**src/rtl/mem_loader_pkg.sv**
```systemverilog
// ---------------------------------------------------------------------------
// mem_loader_pkg
// Shared definitions for the stream-to-BRAM frame loader.
//   state_t  : loader FSM states
//   BASE_IDX : header beat index that carries the write base address
//   LEN_IDX  : header beat index that carries the payload length
// ---------------------------------------------------------------------------
package mem_loader_pkg;

  typedef enum logic [2:0] {
    ST_IDLE  = 3'd0,  // waiting for the base beat
    ST_LEN   = 3'd1,  // waiting for the length beat
    ST_DATA  = 3'd2,  // writing payload beats (and checksum beat if enabled)
    ST_RESP  = 3'd3,  // one-cycle response, stream stalled
    ST_DRAIN = 3'd4   // discarding beats of a bad frame until s_last
  } state_t;

  localparam int BASE_IDX = 0;
  localparam int LEN_IDX  = 1;

endpackage

```
**src/rtl/mem_loader.sv**
```systemverilog
// ---------------------------------------------------------------------------
// mem_loader
// Receives framed beats {base, length N, N data beats} and writes the payload
// into a BRAM write port at base..base+N-1, then reports good/bad frame.
//
// Optional feature (macro LOADER_CHECKSUM_EN): one extra beat follows the
// payload holding the XOR of all payload beats; a mismatch rejects the frame
// (payload writes already made are kept).
//
// Ports
//   CLK100MHZ   : clock, everything updates on its rising edge
//   reset       : asynchronous active-high reset
//   s_data      : stream beat           s_valid / s_ready : handshake
//   s_last      : final beat of a frame
//   mem_we      : BRAM write strobe     mem_addr / mem_wdata : write address/data
//   load_done   : one-cycle pulse for a good frame
//   load_err    : one-cycle pulse for a rejected frame
//   loaded_base : base of the last good frame
//   loaded_len  : length of the last good frame
// ---------------------------------------------------------------------------
module mem_loader
  import mem_loader_pkg::*;
#(
  parameter int ADDR_W = 8,
  parameter int DATA_W = 8
) (
  input  logic              CLK100MHZ,
  input  logic              reset,
  input  logic [DATA_W-1:0] s_data,
  input  logic              s_valid,
  input  logic              s_last,
  output logic              s_ready,
  output logic              mem_we,
  output logic [ADDR_W-1:0] mem_addr,
  output logic [DATA_W-1:0] mem_wdata,
  output logic              load_done,
  output logic              load_err,
  output logic [ADDR_W-1:0] loaded_base,
  output logic [ADDR_W-1:0] loaded_len
);

  localparam logic [ADDR_W:0]   ADDR_SPAN = {1'b1, {ADDR_W{1'b0}}};
  localparam logic [ADDR_W-1:0] ONE       = {{(ADDR_W-1){1'b0}}, 1'b1};

  state_t            state_reg, state_next;
  logic [ADDR_W-1:0] base_reg, len_reg, cnt_reg;
  logic              mem_we_reg, load_done_reg, load_err_reg;
  logic [ADDR_W-1:0] mem_addr_reg, loaded_base_reg, loaded_len_reg;
  logic [DATA_W-1:0] mem_wdata_reg;
`ifdef LOADER_CHECKSUM_EN
  logic [DATA_W-1:0] csum_reg;
`else
  logic              last_data;
`endif

  logic [ADDR_W-1:0] beat_field;   // header beat resized to address width
  logic              accept;
  logic              fits;         // base + N stays inside the address space
  logic              wr_en, go_resp, resp_good;

  // Header beats carry address-width fields; zero-extend or truncate.
  if (DATA_W >= ADDR_W) begin : g_field_trunc
    assign beat_field = s_data[ADDR_W-1:0];
  end else begin : g_field_ext
    assign beat_field = {{(ADDR_W-DATA_W){1'b0}}, s_data};
  end

  // Stream is stalled only during the response cycle and while in reset.
  assign s_ready = !reset && (state_reg != ST_RESP);
  assign accept  = s_valid && s_ready;
  // One bit wider than the address so base+N == 2^ADDR_W is still legal.
  assign fits    = ({1'b0, base_reg} + {1'b0, beat_field}) <= ADDR_SPAN;
`ifndef LOADER_CHECKSUM_EN
  assign last_data = (cnt_reg == len_reg - ONE);
`endif

  always_comb begin
    state_next = state_reg;
    wr_en      = 1'b0;
    go_resp    = 1'b0;
    resp_good  = 1'b0;
    case (state_reg)
      ST_IDLE: begin
        if (accept) begin
          // A frame that ends on its base beat is malformed.
          if (s_last) begin
            state_next = ST_RESP;
            go_resp    = 1'b1;
          end else begin
            state_next = ST_LEN;
          end
        end
      end
      ST_LEN: begin
        if (accept) begin
          if (!fits) begin
            if (s_last) begin
              state_next = ST_RESP;
              go_resp    = 1'b1;
            end else begin
              state_next = ST_DRAIN;
            end
`ifdef LOADER_CHECKSUM_EN
          // Even N=0 carries a checksum beat, so the length beat cannot end it.
          end else if (s_last) begin
            state_next = ST_RESP;
            go_resp    = 1'b1;
          end else begin
            state_next = ST_DATA;
          end
`else
          end else if (beat_field == '0) begin
            if (s_last) begin
              state_next = ST_RESP;
              go_resp    = 1'b1;
              resp_good  = 1'b1;
            end else begin
              state_next = ST_DRAIN;
            end
          end else if (s_last) begin
            state_next = ST_RESP;
            go_resp    = 1'b1;
          end else begin
            state_next = ST_DATA;
          end
`endif
        end
      end
      ST_DATA: begin
        if (accept) begin
`ifdef LOADER_CHECKSUM_EN
          if (cnt_reg == len_reg) begin
            // Checksum beat: all N payload beats already written.
            if (s_last) begin
              state_next = ST_RESP;
              go_resp    = 1'b1;
              resp_good  = (s_data == csum_reg);
            end else begin
              state_next = ST_DRAIN;
            end
          end else begin
            wr_en = 1'b1;
            if (s_last) begin
              state_next = ST_RESP;
              go_resp    = 1'b1;
            end
          end
`else
          wr_en = 1'b1;
          if (last_data) begin
            if (s_last) begin
              state_next = ST_RESP;
              go_resp    = 1'b1;
              resp_good  = 1'b1;
            end else begin
              state_next = ST_DRAIN;
            end
          end else if (s_last) begin
            state_next = ST_RESP;
            go_resp    = 1'b1;
          end
`endif
        end
      end
      ST_DRAIN: begin
        if (accept && s_last) begin
          state_next = ST_RESP;
          go_resp    = 1'b1;
        end
      end
      ST_RESP: state_next = ST_IDLE;
      default: state_next = ST_IDLE;
    endcase
  end

  always_ff @(posedge CLK100MHZ or posedge reset) begin
    if (reset) begin
      state_reg       <= ST_IDLE;
      base_reg        <= '0;
      len_reg         <= '0;
      cnt_reg         <= '0;
      mem_we_reg      <= 1'b0;
      mem_addr_reg    <= '0;
      mem_wdata_reg   <= '0;
      load_done_reg   <= 1'b0;
      load_err_reg    <= 1'b0;
      loaded_base_reg <= '0;
      loaded_len_reg  <= '0;
`ifdef LOADER_CHECKSUM_EN
      csum_reg        <= '0;
`endif
    end else begin
      state_reg     <= state_next;
      mem_we_reg    <= wr_en;
      // Pulses are registered so they coincide with the RESP cycle.
      load_done_reg <= go_resp && resp_good;
      load_err_reg  <= go_resp && !resp_good;
      if (state_reg == ST_IDLE && accept) begin
        base_reg <= beat_field;
      end
      if (state_reg == ST_LEN && accept) begin
        len_reg  <= beat_field;
        cnt_reg  <= '0;
`ifdef LOADER_CHECKSUM_EN
        csum_reg <= '0;
`endif
      end
      if (wr_en) begin
        mem_addr_reg  <= base_reg + cnt_reg;
        mem_wdata_reg <= s_data;
        cnt_reg       <= cnt_reg + ONE;
`ifdef LOADER_CHECKSUM_EN
        csum_reg      <= csum_reg ^ s_data;
`endif
      end
      if (go_resp && resp_good) begin
        loaded_base_reg <= base_reg;
        // An empty frame finishes on its length beat, before len_reg updates.
        loaded_len_reg  <= (state_reg == ST_LEN) ? beat_field : len_reg;
      end
    end
  end

  assign mem_we      = mem_we_reg;
  assign mem_addr    = mem_addr_reg;
  assign mem_wdata   = mem_wdata_reg;
  assign load_done   = load_done_reg;
  assign load_err    = load_err_reg;
  assign loaded_base = loaded_base_reg;
  assign loaded_len  = loaded_len_reg;

endmodule

```
**config.mk**
```make
export PLATFORM = sky130hd
export DESIGN_NAME = mem_loader
export DESIGN_NICKNAME = d
export VERILOG_FILES = /design/src/rtl/mem_loader_pkg.sv /design/src/rtl/mem_loader.sv
export SDC_FILE = /design/constraint.sdc
export NUM_CORES = 1
export LEC_CHECK = 0
export ABC_AREA = 1
export CAP_MARGIN = 20
export CORE_ASPECT_RATIO = 1.2
export CORE_MARGIN = 4
export CORE_UTILIZATION = 45
export DETAILED_ROUTE_END_ITERATION = 12
export GPL_ROUTABILITY_DRIVEN = 0
export GPL_TIMING_DRIVEN = 0
export HOLD_SLACK_MARGIN = 0.03
export PLACE_DENSITY_LB_ADDON = 0.1
export SYNTH_ARGS = -nofsm -noshare
export SYNTH_HDL_FRONTEND = slang
export SYNTH_SLANG_ARGS = --single-unit
```
**constraint.sdc**
```tcl
create_clock -name CLK100MHZ -period 6.3 [get_ports CLK100MHZ]
set_clock_uncertainty 0.15 [all_clocks]
set_input_delay 0.63 -clock CLK100MHZ [delete_from_list [all_inputs] [get_ports CLK100MHZ]]
set_output_delay 0.63 -clock CLK100MHZ [all_outputs]
set_load 0.02 [all_outputs]
```
=== After elaboration in Yosys (flattened, before gate mapping) ===
Index checks and enable logic that the tools add are counted.

* Bits in registers: 62
* Output and inout bits: 36
* Word-level logic and storage cells: 67

* Add/sub/neg operators: 4
* Order comparisons: 1
* Equal/unequal tests: 10
* Multiplexer cells: 27
* Reduce and logical (&&, ||, !) cells: 14

{| class="wikitable"
|+ Operators by type and width
! operator !! number
|-
| 3-bit two-way mux || 9
|-
| 8-bit two-way mux || 3
|-
| 3-bit one-hot mux with 4 select lines || 1
|-
| 1-bit two-way mux || 11
|-
| 8-bit by 8-bit adder with 9-bit output || 1
|-
| 9-bit <= comparator (second input constant) || 1
|-
| 8-bit by 1-bit adder with 8-bit output (second input constant) || 1
|-
| 8-bit adder || 1
|-
| 8-bit == test || 1
|-
| 8-bit logical NOT || 1
|-
| 2-bit != test (second input constant) || 4
|-
| 8-bit by 1-bit subtractor with 8-bit output (second input constant) || 1
|-
| 1-bit logical AND || 7
|-
| 5-bit AND reduction || 1
|-
| 1-bit one-hot mux with 2 select lines || 2
|-
| 3-bit by 1-bit == test with 1-bit output (second input constant) || 1
|-
| 3-bit by 2-bit == test with 1-bit output (second input constant) || 1
|-
| 3-bit == test (second input constant) || 1
|-
| 3-bit logical NOT || 1
|-
| 3-bit by 2-bit != test with 1-bit output (second input constant) || 1
|-
| 3-bit != test (second input constant) || 1
|-
| 3-bit OR reduction || 1
|-
| 1-bit logical NOT || 2
|-
| 2-bit two-way mux || 1
|-
| 2-bit nonzero test || 1
|}

=== Depth between registers and ports, before layout ===
* Word-level depth: 7
* Depth in mapped cells: 17
* Depth with buffers taken out: 17

=== Worst setup path before layout ===
OpenSTA, ideal clock, no wires.

* Path type: input port to flip-flop
* From: input s_data[0]
* To: register loaded_base_reg[0] (netlist: loaded_base[0])
* Data arrival time: 2462 ps
* Data required time: 6084 ps
* Setup slack: 3621 ps
* Stages on the path: 16
* Cell sequence: ha_1 fa_1 nand2_1 nand2_1 nand3_1 nand2_1 nand2_1 nand2_1 nor2_1 nand2_1 nand2_1 nand3_1 nand2_2 clkbuf_1 nand3_1 nand2_1

* Longest elaborated chain between the ends: 6
* Elaborated cells between the ends (all ways): 8
* Classes of those cells: 1 x add/sub; 1 x order compare; 4 x mux; 2 x reduce/logical

{| class="wikitable"
|+ Ends and longest elaborated chain
! element !! line !! source
|-
| from (decl) || mem_loader.sv:29 || <nowiki>input logic [DATA_W-1:0] s_data,</nowiki>
|-
| 8-bit by 8-bit adder with 9-bit output or 8-bit logical NOT (tied branches) || mem_loader.sv:72, mem_loader.sv:112 ||
|-
| 9-bit <= comparator or 1-bit two-way mux (tied branches) || mem_loader.sv:72, mem_loader.sv:112 ||
|-
| 1-bit two-way mux (*) || mem_loader.sv:96 || <nowiki>if (!fits) begin</nowiki>
|-
| 1-bit two-way mux (*) || mem_loader.sv:95 || <nowiki>if (accept) begin</nowiki>
|-
| 1-bit one-hot mux with 2 select lines (*) || mem_loader.sv:82 || <nowiki>case (state_reg)</nowiki>
|-
| 1-bit logical AND (*) || mem_loader.sv:216 || <nowiki>if (go_resp && resp_good) begin</nowiki>
|-
| to (signal assigned) || mem_loader.sv:217 || <nowiki>loaded_base_reg <= base_reg;</nowiki>
|-
| to (decl) || mem_loader.sv:48 || <nowiki>logic [ADDR_W-1:0] mem_addr_reg, loaded_base_reg, loaded_len_reg;</nowiki>
|}

Every way passes the cells marked *; elsewhere a longest branch is shown, timed or not.
A chain may end at the register's enable or synchronous reset.

=== Final worst setup path ===
* From: input s_data[0]
* To: register loaded_len_reg[0] (netlist: loaded_len[0])

* Longest elaborated chain between the ends: 6
* Elaborated cells between the ends (all ways): 9
* Classes of those cells: 1 x add/sub; 1 x order compare; 5 x mux; 2 x reduce/logical

{| class="wikitable"
|+ Ends and longest elaborated chain
! element !! line !! source
|-
| 8-bit by 8-bit adder with 9-bit output or 8-bit logical NOT (tied branches) || mem_loader.sv:72, mem_loader.sv:112 ||
|-
| 9-bit <= comparator or 1-bit two-way mux (tied branches) || mem_loader.sv:72, mem_loader.sv:112 ||
|-
| 1-bit two-way mux || mem_loader.sv:96 ||
|-
| 1-bit two-way mux || mem_loader.sv:95 ||
|-
| 1-bit one-hot mux with 2 select lines || mem_loader.sv:82 ||
|-
| 1-bit logical AND || mem_loader.sv:216 ||
|-
| to (signal assigned) || mem_loader.sv:219 || <nowiki>loaded_len_reg <= (state_reg == ST_LEN) ? beat_field : len_reg;</nowiki>
|-
| to (decl) || mem_loader.sv:48 ||
|}

Several ways; a longest one is shown, not always the timed one.

==> summary.md <==
| Metric | Value |
|---|---|
| Most frequent cell after synthesis | `nand2_1` |
| Synth Flop Type | `dfrtp_1` |
| Highest Clock Rate | `311.1 MHz` |
| Clk_lat worst skew | `0.35 ns` |
| Site Rows | `35` |
| Main combinational cell family by area after synthesis | `simple AND/OR/NAND/NOR gates` |
| RSZ-0062 raised after global routing | `no` |
| Synth-to-layout area growth | `22.78%` |
| Area leader, netlist | `dfrtp_1` |
| Placed cell area | `0.004269 mm2` |
| Simple-gate share of the synthesized area | `28.93%` |
| Initial antenna violation count | `0` |
| Clk buf depth | `2` |
| VDD IR max | `201.6 uV` |
| First-pass GRT wire length | `15.30 mm` |
| # hold bufs at CTS | `0` |
| Total congestion overflow | `0` |
| Die area | `0.009655 mm2` |
| CP Data Arrival Time | `3.36 ns` |
| Syn avg cell area | `7.585 um2` |
| Clock Sinks | `62` |
| Worst rel slew slack | `62.88%` |
| Area of the multi-input gates | `0.001828 mm2` |
| Yosys reg bits | `62` |
| Post-synthesis mux area share | `0%` |
| Number of global-route vias before repair | `3119` |
| Clock period minus worst slack | `3.214 ns` |
| Synth Area in Compound Gates | `10.72%` |
| Setup slack, reg-to-reg | `3.38 ns` |
| Post-synth top cells | `155 x nand2_1, 62 x dfrtp_1, 56 x inv_1` |
| EDFF count, synth | `0` |
| Final period util | `51.02%` |
| Initial Util | `47.00%` |
| Routed WL per cell | `14.36 um` |
| Quantity of gates resized following cts | `0` |
| Sequential cell area | `0.001551 mm2` |
| DRT Pass-1 Iters | `5` |
| Top cell type's share of synthesized area | `42.35%` |
| Element type at the critical path end | `flop` |
| CTS tree | `yes` |
| Fin. Hold Viols | `0` |
| Total track usage | `20.19%` |
| Register area share after synthesis | `42.35%` |
| Status | `complete, no violations` |
| Cells after Synth | `483` |
| Post-DRT Antenna Nets | `0` |
| YS warnings | `0` |
| Nets | `573` |
| Cell Pwr Density | `490.6 mW/mm2` |
| Detailed Route WL | `9.174 mm` |
| Worst-margin pin slew | `0.5560 ns` |
| Hold Path Class | `flop to flop` |
| Die H | `106.8 um` |
| Layout cells sized above 1 | `6.581%` |
| CTS H-tree depth | `3` |
| Buffers on Ports | `47` |
| Num CTS Buffers | `9` |
| Core Area | `0.007795 mm2` |
| Mapped Area | `0.003664 mm2` |
| Synth unique cells | `34` |
| CP Max Fanout | `10` |
| Pin count of the biggest net entering global routing | `37` |
| Cell area after layout | `0.004498 mm2` |
| Crit start category | `input pin` |
| Post-Synth Adder-Cell Area | `6.899%` |
| Worst endpoint required time | `6.45 ns` |
| Leak | `2.299 nW` |
| Via count | `3359` |
| Max_cap viols | `0` |
| HPWL after DPL | `7.067 mm` |
| Top post-synthesis cells by area | `dfrtp_1 42%, nand2_1 16%, ha_1 5.8%, inv_1 5.7%, o21ai_0 5.5%` |
| Root Driver | `clkbuf_8` |
| DRC Markers | `0` |
| Async SR Flop Fraction | `100.0%` |
| DRT iter0 DRCs | `309` |
| Clock transition at the registers of the reported paths | `0.08 ns` |
| CP Class | `input pin to flop` |
| Die W | `90.37 um` |
| Max Slew Vio Count | `0` |
| Synth Area in XOR/XNOR | `3.347%` |
| Fillers | `759` |
| Post-CTS Setup Bufs | `0` |
| ANT cells | `0` |
| Final setup TNS | `0 ns` |
| Number of setup violations in the final report | `0` |
| Post-synth net total | `514` |
| Number of vias per cell | `5.257` |
| I/O pins | `48` |
## critical path, stage by stage
cell	delay [ns]
clkdlybuf4s50_1	0.48
ha_1	0.28
fa_1	0.39
nand2_1	0.11
nand2_1	0.09
nand3_1	0.11
nand2_1	0.06
nand2_1	0.06
nand2_1	0.05
nor2_1	0.10
nand2_1	0.06
nand2_1	0.12
nand3_1	0.10
nand2_2	0.17
clkbuf_1	0.32
nand3_1	0.15
nand2_1	0.09
## path summary, 6_finish.rpt
kind | depth (start not counted) | end | startpoint
setup / recovery | 17 | loaded_len[0] | s_data[0]
hold / removal | 2 | loaded_base[5] | loaded_base[5]
setup reg to reg | 16 | loaded_len[0] | base_reg[0]
hold reg to reg | 2 | loaded_base[5] | loaded_base[5]
max in group asynchronous | 3 | len_reg[2] | reset
min in group asynchronous | 2 | base_reg[3] | reset
## final cells by class
cell class	count	share of cell area (%)
inverter	61	5.229
clock inverter	7	2.337
buffer	9	1.085
sequential	62	34.49
clock buffer	9	2.754
tap	92	2.559
timing repair buffer	48	10.90
multi-input combinational	351	40.64
## kinds of logic (layout without fill, tap and decap cells)
logic type,Yosys count,after routing
fa+ha+maj,19,19
xor+xnor,14,14
buf+inv,70,134
flops,62,62
compound gates,70,70
simple gates,248,248
## where the power goes
group          internal [mW]  switching, mW  leakage, nW
logic                  0.445          0.632         1.39
registers              0.547          0.173        0.798
clock network          0.229          0.180        0.112
## layer usage
metal  wire length, um  vias up  global-route usage (%)
li1                  -     1675                       -
met1              4037     1542                   25.80
met2              4198      116                   32.89
met3               580       26                   3.860
met4               357        0                   10.07
met5                 0        -                       0
## stage by stage
step | hold slack (ns) | worst slack (ns) | total power [mW] | std cells | utilization [%]
4_1_cts | 0.3255 | 3.104 | 2.208 | 639 | 57.70
2_1_floorplan | 0.3361 | 3.621 | 1.421 | 483 | -
3_3_place_gp | 0.3031 | 2.763 | 1.776 | 622 | 54.51
3_5_place_dp | 0.3075 | 2.739 | 1.797 | 623 | 54.77
5_1_grt | 0.3406 | 2.867 | 2.400 | 639 | 57.70
6_report | 0.3177 | 3.086 | 2.207 | 639 | 57.70
## placed cells by master (no fill, tap or decap), types with 5 or more instances in the layout
cell,n
xor2_1,9
nand3_1,35
nand4_1,6
a21oi_1,21
nor2_1,38
clkbuf_1,7
ha_1,17
inv_1,55
nand2_1,155
xnor2_1,5
clkbuf_8,9
dfrtp_1,62
clkdlybuf4s50_1,47
o21ai_0,40
Power figures use the tool's default switching activity.
